### config.mk
export PLATFORM = sky130hd
export DESIGN_NAME = sha_hasher_core
export DESIGN_NICKNAME = d
export VERILOG_FILES = /design/src/rtl/sha_hasher_core.sv
export SDC_FILE = /design/constraint.sdc
export NUM_CORES = 2
export LEC_CHECK = 0
export BUFFER_PORTS_ARGS = -buffer_cell sky130_fd_sc_hd__buf_2
export CAP_MARGIN = 20
export CELL_PAD_IN_SITES_DETAIL_PLACEMENT = 1
export CELL_PAD_IN_SITES_GLOBAL_PLACEMENT = 2
export CORE_MARGIN = 5
export CORE_UTILIZATION = 25
export DETAILED_ROUTE_END_ITERATION = 12
export GPL_TIMING_DRIVEN = 0
export PLACE_DENSITY_LB_ADDON = 0.12
export SLEW_MARGIN = 40
export SYNTH_ARGS = -nofsm -noshare
export SYNTH_HDL_FRONTEND = slang
export SYNTH_SLANG_ARGS = --single-unit
### constraint.sdc
create_clock -name CLK -period 22 [get_ports CLK]
set_clock_uncertainty 0.15 [all_clocks]
set_input_delay 1.1 -clock CLK [delete_from_list [all_inputs] [get_ports CLK]]
set_output_delay 1.1 -clock CLK [all_outputs]
set_load 0.01 [all_outputs]
### src/rtl/sha_hasher_core.sv
// Iterative SHA-256 compression of the second header chunk: one round per clock, then a target compare.
// Optional: define SHA_HASHER_NONCE_SWEEP_EN to keep retrying with nonce+1 after each miss.
module sha_hasher_core #(
  parameter int ROUNDS = 64
) (
  input  logic         CLK,
  input  logic         RST,
  input  logic         write_en,
  input  logic [255:0] digest_intial,
  input  logic [255:0] digest_in,
  input  logic [31:0]  merkle_in,
  input  logic [31:0]  time_in,
  input  logic [31:0]  target_in,
  input  logic [31:0]  nonce_in,
  output logic         valid_out,
  output logic [31:0]  time_out,
  output logic [31:0]  nonce_out
);

  typedef enum logic [1:0] {IDLE, ROUND, FINAL} state_t;

  localparam logic [31:0] K [64] = '{
    32'h428a2f98, 32'h71374491, 32'hb5c0fbcf, 32'he9b5dba5, 32'h3956c25b, 32'h59f111f1, 32'h923f82a4, 32'hab1c5ed5,
    32'hd807aa98, 32'h12835b01, 32'h243185be, 32'h550c7dc3, 32'h72be5d74, 32'h80deb1fe, 32'h9bdc06a7, 32'hc19bf174,
    32'he49b69c1, 32'hefbe4786, 32'h0fc19dc6, 32'h240ca1cc, 32'h2de92c6f, 32'h4a7484aa, 32'h5cb0a9dc, 32'h76f988da,
    32'h983e5152, 32'ha831c66d, 32'hb00327c8, 32'hbf597fc7, 32'hc6e00bf3, 32'hd5a79147, 32'h06ca6351, 32'h14292967,
    32'h27b70a85, 32'h2e1b2138, 32'h4d2c6dfc, 32'h53380d13, 32'h650a7354, 32'h766a0abb, 32'h81c2c92e, 32'h92722c85,
    32'ha2bfe8a1, 32'ha81a664b, 32'hc24b8b70, 32'hc76c51a3, 32'hd192e819, 32'hd6990624, 32'hf40e3585, 32'h106aa070,
    32'h19a4c116, 32'h1e376c08, 32'h2748774c, 32'h34b0bcb5, 32'h391c0cb3, 32'h4ed8aa4a, 32'h5b9cca4f, 32'h682e6ff3,
    32'h748f82ee, 32'h78a5636f, 32'h84c87814, 32'h8cc70208, 32'h90befffa, 32'ha4506ceb, 32'hbef9a3f7, 32'hc67178f2
  };

  function automatic logic [31:0] rotr(input logic [31:0] x, input int n);
    return (x >> n) | (x << (32 - n));
  endfunction

  state_t       state_q, state_d;
  logic [6:0]   rnd_cnt;
  logic [31:0]  wk    [8];   // working state a..h
  logic [31:0]  sched [16];  // sched[0] is W[t] of the current round
  logic [255:0] init_q;
  logic [31:0]  time_q, nonce_q, target_q;
  logic [255:0] final_hash;
  logic         hit, load, start;
  logic [255:0] ld_digest;
  logic [31:0]  ld_merkle, ld_time, ld_target, ld_nonce;
  logic [31:0]  t1, t2, w_next;

`ifdef SHA_HASHER_NONCE_SWEEP_EN
  logic [255:0] start_q;
  logic [31:0]  merkle_q;
  logic         reload;
`endif

  always_comb begin
    for (int i = 0; i < 8; i++)
      final_hash[255-32*i -: 32] = init_q[255-32*i -: 32] + wk[i];
    hit = (final_hash[31:0] <= target_q);
  end

  // Round datapath: T1/T2 and the next schedule word W[t+16].
  always_comb begin
    t1 = wk[7] + (rotr(wk[4], 6) ^ rotr(wk[4], 11) ^ rotr(wk[4], 25))
       + ((wk[4] & wk[5]) ^ (~wk[4] & wk[6])) + K[rnd_cnt[5:0]] + sched[0];
    t2 = (rotr(wk[0], 2) ^ rotr(wk[0], 13) ^ rotr(wk[0], 22))
       + ((wk[0] & wk[1]) ^ (wk[0] & wk[2]) ^ (wk[1] & wk[2]));
    w_next = (rotr(sched[14], 17) ^ rotr(sched[14], 19) ^ (sched[14] >> 10)) + sched[9]
           + (rotr(sched[1], 7) ^ rotr(sched[1], 18) ^ (sched[1] >> 3)) + sched[0];
  end

  always_comb begin
    // NOTE: every output of this block gets a default first so no path can infer a latch.
    state_d   = state_q;
    load      = 1'b0;
    ld_digest = digest_in;
    ld_merkle = merkle_in;
    ld_time   = time_in;
    ld_target = target_in;
    ld_nonce  = nonce_in;
`ifdef SHA_HASHER_NONCE_SWEEP_EN
    reload    = 1'b0;
`endif
    unique case (state_q)
      IDLE: if (write_en) begin
        state_d = ROUND;
        load    = 1'b1;
      end
      ROUND: if (rnd_cnt == 7'(ROUNDS - 1)) state_d = FINAL;
      FINAL: begin
        state_d = IDLE;
`ifdef SHA_HASHER_NONCE_SWEEP_EN
        if (!hit && nonce_q != 32'hFFFF_FFFF) begin
          state_d   = ROUND;
          reload    = 1'b1;
          ld_digest = start_q;
          ld_merkle = merkle_q;
          ld_time   = time_q;
          ld_target = target_q;
          ld_nonce  = nonce_q + 32'd1;
        end
`endif
      end
      default: state_d = IDLE;
    endcase
`ifdef SHA_HASHER_NONCE_SWEEP_EN
    start = load | reload;
`else
    start = load;
`endif
  end

  always_ff @(posedge CLK or negedge RST) begin
    if (!RST) state_q <= IDLE;
    else      state_q <= state_d;
  end

  always_ff @(posedge CLK or negedge RST) begin
    if (!RST) begin
      // NOTE: the working and schedule arrays are flop banks, not RAM, so they take the reset too.
      for (int i = 0; i < 8; i++)  wk[i]    <= '0;
      for (int i = 0; i < 16; i++) sched[i] <= '0;
      rnd_cnt   <= '0;
      init_q    <= '0;
      time_q    <= '0;
      nonce_q   <= '0;
      target_q  <= '0;
      valid_out <= 1'b0;
      time_out  <= '0;
      nonce_out <= '0;
`ifdef SHA_HASHER_NONCE_SWEEP_EN
      start_q   <= '0;
      merkle_q  <= '0;
`endif
    end else begin
      valid_out <= 1'b0;
      if (start) begin
        for (int i = 0; i < 8; i++) wk[i] <= ld_digest[255-32*i -: 32];
        sched[0]  <= ld_merkle;
        sched[1]  <= ld_time;
        sched[2]  <= ld_target;
        sched[3]  <= ld_nonce;
        sched[4]  <= 32'h8000_0000;
        for (int i = 5; i < 15; i++) sched[i] <= '0;
        sched[15] <= 32'h0000_0280;
        rnd_cnt   <= '0;
        time_q    <= ld_time;
        nonce_q   <= ld_nonce;
        target_q  <= ld_target;
        if (load) init_q <= digest_intial;
`ifdef SHA_HASHER_NONCE_SWEEP_EN
        if (load) begin
          start_q  <= digest_in;
          merkle_q <= merkle_in;
        end
`endif
      end else if (state_q == ROUND) begin
        wk[0] <= t1 + t2;
        wk[1] <= wk[0];
        wk[2] <= wk[1];
        wk[3] <= wk[2];
        wk[4] <= wk[3] + t1;
        wk[5] <= wk[4];
        wk[6] <= wk[5];
        wk[7] <= wk[6];
        for (int i = 0; i < 15; i++) sched[i] <= sched[i+1];
        sched[15] <= w_next;
        rnd_cnt   <= rnd_cnt + 7'd1;
      end
      if (state_q == FINAL && hit) begin
        valid_out <= 1'b1;
        time_out  <= time_q;
        nonce_out <= nonce_q;
      end
    end
  end

endmodule

Word-level counts from Yosys, hierarchy flattened --
Memory sizes are Yosys's and may differ from the RTL's. Cells that the tools add are included.
Storage, ports and cells: bits in registers 970, ROM bits 2048, output and inout port bits 65, word-level logic and storage cells 99, memories kept 1
Memories:
- (no name shown) | depth 64, bits a word 32, rd ports 1, clocked after memory_dff 0, wr ports 0, line 64 | + ((wk[4] & wk[5]) ^ (~wk[4] & wk[6])) + K[rnd_cnt[5:0]] + sched[0];
Cells by class: $add $sub $neg 12, $lt $le $gt $ge 2, equal/unequal tests 5, mux-type cells 14, bitwise operators 28, reduce and logical (&&, ||, !) cells 4
Operator list (count):
- 512-bit two-way mux | 2
- 256-bit two-way mux | 2
- 32-bit adder | 11
- 32-bit bitwise XOR | 9
- 32-bit bitwise AND | 5
- 32-bit two-way mux | 2
- 32-bit less-or-equal comparator | 1
- 32-bit NOT | 1
- 10-bit by 32-bit bitwise OR with 32-bit output | 1
- 13-bit by 32-bit bitwise OR with 32-bit output | 1
- 14-bit by 32-bit bitwise OR with 32-bit output | 1
- 15-bit by 32-bit bitwise OR with 32-bit output | 1
- 19-bit by 32-bit bitwise OR with 32-bit output | 1
- 21-bit by 32-bit bitwise OR with 32-bit output | 1
- 25-bit by 32-bit bitwise OR with 32-bit output | 1
- 26-bit by 32-bit bitwise OR with 32-bit output | 1
- 30-bit by 32-bit bitwise OR with 32-bit output | 1
- 7-bit by 32-bit bitwise OR with 32-bit output | 1
- 32-bit by 22-bit bitwise XOR with 32-bit output | 1
- 32-bit by 29-bit bitwise XOR with 32-bit output | 1
- 7-bit two-way mux | 2
- 7-bit by 1-bit adder with 7-bit output (second input constant) | 1
- 7-bit by 6-bit equality test with 1-bit output (second input constant) | 1
- 7-bit >= comparator (second input constant) | 1
- 11 further kinds | 15

Logic depth before layout (Yosys ltp) --
depth after elaboration 10, gate-level depth with buffers 36, mapped depth without buffers 35

Least setup slack after synthesis --
Ideal clock, no wire load.
path type register to register, start register rnd_cnt[2], end register wk[255] (netlist name), library setup time 0.135 ns, arrival time 6.995 ns, data required time 21.715 ns, slack 14.720 ns, cell stages (with the launch flop) 30, buffers on the path 2, period minus slack after synthesis 7.280 ns, path through dfrtp_1 inv_1 clkbuf_1 buf_1 ha_1 nor2_1 or2_2 mux4_2 fa_1 inv_1 ha_1 nand4_1 nor2_1 nand4_1 and2_1 o21bai_1 a21oi_1 o21a_1 or2_2 fa_1 inv_1 ha_1 nand2_1 o21a_1 o31ai_1 nor3_1 a211o_1 o31ai_1 xnor2_1 o21ai_0
Between the ends: longest elaborated chain between the ends 9
Ends and longest elaborated chain:
- start: declaration | line 38 | logic [6:0] rnd_cnt;
- start signal: assignment | line 167 | rnd_cnt <= rnd_cnt + 7'd1;
- 6-bit NOT with 7-bit output (implied by the code) | line 64
- memory 64 x 32 bit
- 32-bit two-way mux (implied by the code) (2 in a row) | line 64
- 32-bit adder (2 in a row) | line 64
- 32-bit adder | line 157 | wk[0] <= t1 + t2;
- 256-bit two-way mux | line 156 | end else if (state_q == ROUND) begin
- 256-bit two-way mux | line 136 | if (start) begin
- end: declaration | line 39 | logic [31:0] wk [8];
Every way passes these cells. The select of a mux whose other input is x is not followed. A chain may end at the register's enable or synchronous reset.

Worst setup path in the final report --
start register rnd_cnt[1], end register wk[255] (netlist name)
The elaborated chain is that of the path after synthesis.

==> results_tabular.tex <==
\begin{tabular}{lr}
\hline
Metric & Value \\
\hline
\multicolumn{2}{l}{\textbf{Timing}} \\
\quad Ratio of final minimum period to clock period & 51.0\% \\
\quad Total negative slack & 0 ns \\
\quad Unrepaired setup endpoints after global routing & no \\
\quad Period minus WS final & 11.22 ns \\
\quad Worst-Margin Slew & 0.937 ns \\
\quad Slew HR & 37.3\% \\
\quad Hold Vio Cnt, Final & 0 \\
\quad Achievable clock frequency & 0.0891 GHz \\
\quad Endpoints failing setup & 0 \\
\quad Max Slew Vio Count & 0 \\
\quad Minimum setup slack in the final design & 10.78 ns \\
\multicolumn{2}{l}{\textbf{Worst setup path}} \\
\quad Arrival time at the worst endpoint & 11.73 ns \\
\quad Element type at the critical path end & flip-flop \\
\quad Largest stage delay on the critical path & 0.85 ns \\
\quad Crit-path slowest cell & sky130\_fd\_sc\_hd\_\_nor2\_1 \\
\quad Flop-to-flop setup slack & 10.78 ns \\
\quad Launching element type of the critical path & flip-flop \\
\quad Startpoint-to-endpoint class of the critical path & flip-flop to flip-flop \\
\quad Top fanout value on the critical path & 10 \\
\quad Data required time of the worst path & 22.51 ns \\
\multicolumn{2}{l}{\textbf{Synthesis}} \\
\quad Share of async-settable or async-resettable flops after synthesis & 100\% \\
\quad Biggest area consumer among synthesized cells & sky130\_fd\_sc\_hd\_\_dfrtp\_1 \\
\quad Synth warnings & 0 \\
\quad Biggest area contributors in the synthesized netlist & sky130\_fd\_sc\_hd\_\_dfrtp\_1 (42\%), sky130\_fd\_sc\_hd\_\_nand2\_1 (11\%), sky130\_fd\_sc\_hd\_\_fa\_1 (6.5\%), sky130\_fd\_sc\_hd\_\_o21ai\_0 (4.9\%), sky130\_fd\_sc\_hd\_\_ha\_1 (4.6\%) \\
\quad Post-synthesis cell type count & 88 \\
\quad Dominant cell by count in the synthesized netlist & sky130\_fd\_sc\_hd\_\_nand2\_1 \\
\quad Synthesized area divided by synthesized cell count & 8.90 um2 \\
\quad Count of flip-flops with a built-in enable after synthesis & 0 \\
\quad Synth Register Bits & 970 \\
\quad Main flop type after synthesis & sky130\_fd\_sc\_hd\_\_dfrtp\_1 \\
\quad Synth top cells by count & sky130\_fd\_sc\_hd\_\_nand2\_1 (1669), sky130\_fd\_sc\_hd\_\_dfrtp\_1 (970), sky130\_fd\_sc\_hd\_\_o21ai\_0 (570) \\
\quad Syn Inst Count & 6487 \\
\quad Number of nets produced by synthesis & 7532 \\
\quad Yosys top cell area share & 42.1\% \\
\quad Share of the yosys chip area belonging to registers & 42.1\% \\
\quad Area of the mapped netlist & 0.0577 mm2 \\
\multicolumn{2}{l}{\textbf{Placed design}} \\
\quad Gpl congestion & 0.918 \\
\quad Placed Cells & 10.0k \\
\quad Placement Setup Slack & 11.01 ns \\
\quad Total placed instance area & 0.0646 mm2 \\
\quad Placed wire-length estimate after detailed placement & 249000 um \\
\quad Number of buffer cells added on primary ports & 483 \\
\multicolumn{2}{l}{\textbf{Floorplanning}} \\
\quad Die span in x & 490 um \\
\quad Area of the die & 0.241 mm2 \\
\quad Starting density of the core & 25.1\% \\
\quad Die outline height & 490 um \\
\quad Core Rows & 176 \\
\quad I/O Pins & 708 \\
\quad Area inside the core boundary & 0.230 mm2 \\
\multicolumn{2}{l}{\textbf{Finish}} \\
\quad Signed area change from the synthesized netlist to the final layout & 19.8\% \\
\quad Share of post-route cells with drive strength above 1 & 12.9\% \\
\quad Non-filler instance count after layout & 10.3k \\
\quad Fin nets & 8172 \\
\quad Design Area, Final & 0.0691 mm2 \\
\multicolumn{2}{l}{\textbf{Clock tree}} \\
\quad Largest buffer count on any clock path & 3 \\
\quad Root buf cell & sky130\_fd\_sc\_hd\_\_clkbuf\_16 \\
\quad H-tree level count & 4 \\
\quad Buffer count from post-CTS setup fixing & 0 \\
\quad Clock latency on the worst-skew pair & 0.81 ns \\
\quad Clock tree from TritonCTS & yes \\
\quad Clock slew at the register clock pins of the worst setup and hold paths & 0.06 ns \\
\quad Num Clock Sinks & 970 \\
\quad Num CTS Buffers & 132 \\
\multicolumn{2}{l}{\textbf{Global routing}} \\
\quad Overall routing resource usage & 25.0\% \\
\quad GRT Residual Overflow & 0 \\
\quad Via count of the first global-routing pass & 53.2k \\
\quad Pin count of the biggest net entering global routing & 93 \\
\quad Wire length of the first global-routing pass & 427000 um \\
\quad Initial antenna violation count & 25 \\
\multicolumn{2}{l}{\textbf{Min path}} \\
\quad Worst min path class & flip-flop to flip-flop \\
\multicolumn{2}{l}{\textbf{Power}} \\
\quad Static leakage power & 0.0322 uW \\
\quad Cell internal pwr & 3120 uW \\
\quad Power density over the cells & 60.0 mW/mm2 \\
\quad Part of the power in registers & 43.0\% \\
\quad Part of the total power dissipated in combinational logic & 3.0\% \\
\quad Fraction of power spent switching nets & 24.8\% \\
\quad Clock network fraction of total power & 53.9\% \\
\quad Worst VDD drop & 0.0000566 V \\
\quad Switching Power & 1030 uW \\
\multicolumn{2}{l}{\textbf{Drt}} \\
\quad Number of DRC violations after detailed-routing iteration 0 & 4301 \\
\quad Drc violations & 0 \\
\quad Final wirelength & 308000 um \\
\quad Routed len/inst & 30.0 um \\
\quad Number of antenna-violating nets in the routed design & 0 \\
\quad Drt first pass iters & 5 \\
\quad Via count & 51.1k \\
\quad Detailed-route vias per instance & 4.98 \\
\multicolumn{2}{l}{\textbf{Outcome}} \\
\quad Result of the run & completed \\
\multicolumn{2}{l}{\textbf{Job}} \\
\quad Total of max-cap violations & 0 \\
\hline
\end{tabular}
[path summary, 6_finish.rpt]
kind | start | endpoint | cells past startpoint
min | sched[320] | sched[352] | 2
max in group asynchronous | RST | wk[137] | 6
max | rnd_cnt[1] | wk[255] | 32
min reg2reg | sched[320] | sched[352] | 2
min in group asynchronous | RST | nonce_out[14] | 2
max reg2reg | rnd_cnt[1] | wk[255] | 32
[registers in the layout, indices dropped and copies added, names as in the netlist]
signal / cells
init_q: 32
nonce_out: 32
wk: 256
nonce_q: 32
state_q: 2
sched: 512
time_out: 32
valid_out: 1
rnd_cnt: 7
target_q: 32
time_q: 32
[cells by family (layout without fill, tap and decap cells)]
group	count (synthesis)	after routing	synth area share (%)
AND/OR/NAND/NOR	2157	2157	15.2
AO/OA/AOI/OAI	1534	1534	17.3
flip-flops	970	970	42.1
buffers and inverters	918	1658	5.99
adder cells (fa/ha/maj)	404	404	11.2
XOR/XNOR	380	380	5.82
multiplexers	124	124	2.53
other	0	13	0
[power by group through the flow]
| stage | Clock (uW) | Combinational, uW | Sequential (uW) |
|---|---|---|---|
| 5_1_grt | 2370 | 135 | 1780 |
| 4_1_cts | 2300 | 131 | 1780 |
| 3_3_place_gp | 0 | 123 | 1820 |
| 3_5_place_dp | 0 | 130 | 1820 |
| 6_report | 2240 | 126 | 1780 |
| 2_1_floorplan | 0 | 0.397 | 1820 |
[area by class of cell]
type | instances | area, um2
Fill cell | 26885 | 161000
Multi-Input combinational cell | 4599 | 30000
Sequential cell | 970 | 24300
Clock buffer | 202 | 3910
Tap cell | 3026 | 3790
Timing Repair Buffer | 506 | 2970
Buffer | 468 | 1880
Inverter | 450 | 1690
Clock inverter | 32 | 588
Antenna cell | 13 | 32.5
[worst max-delay path: cells and delay by family, from the launching register on]
family | cells | cell delay [ns]
adders and majority gates | 5 | 2.35
buffers and inverters | 6 | 1.85
xor gates and xnor gates | 2 | 0.46
DFF | 1 | 0.73
AOI/OAI and AO/OA | 12 | 3.56
and+or+nand+nor | 7 | 2.00
[routing by layer]
metal  part of all wire, %  GRT usage, %  vias to the layer above
met4                   4.4          9.52                        2
met1                    48          36.2                    26118
met5                0.0036             0                        -
met3                   4.9          3.35                      327
li1                      -             -                    23098
met2                    43          37.7                     1540
[metrics by stage]
| stage | total power (uW) | hold slack (ns) | utilization (%) |
|---|---|---|---|
| 2_1_floorplan | 1820 | 0.288 | - |
| 3_3_place_gp | 1940 | 0.300 | 27.8 |
| 3_5_place_dp | 1950 | 0.309 | 28.1 |
| 4_1_cts | 4210 | 0.274 | 30.1 |
| 5_1_grt | 4290 | 0.310 | 30.1 |
| 6_report | 4150 | 0.307 | 30.1 |
[placed cells by master, fill, tap and decap left out, types with 88 or more instances in the layout]
master / instances
sky130_fd_sc_hd__ha_1: 214
sky130_fd_sc_hd__mux2_2: 88
sky130_fd_sc_hd__o21ai_0: 567
sky130_fd_sc_hd__xor2_1: 162
sky130_fd_sc_hd__a21oi_1: 180
sky130_fd_sc_hd__inv_1: 450
sky130_fd_sc_hd__dfrtp_1: 970
sky130_fd_sc_hd__a22oi_1: 283
sky130_fd_sc_hd__xnor2_1: 216
sky130_fd_sc_hd__buf_2: 498
sky130_fd_sc_hd__nor2_1: 153
sky130_fd_sc_hd__clkbuf_1: 381
sky130_fd_sc_hd__fa_1: 188
sky130_fd_sc_hd__clkbuf_16: 132
sky130_fd_sc_hd__nor3_1: 109
sky130_fd_sc_hd__nand2_1: 1669
sky130_fd_sc_hd__a21o_1: 105
[what timing repair did]
item | CTS | global route
endpoints found under the setup margin | 0 | 0
hold buffers | 1 | 0
resized for setup | 0 | 0
endpoints found under the hold margin | 40 | 0
Power figures use the tool's default switching activity.
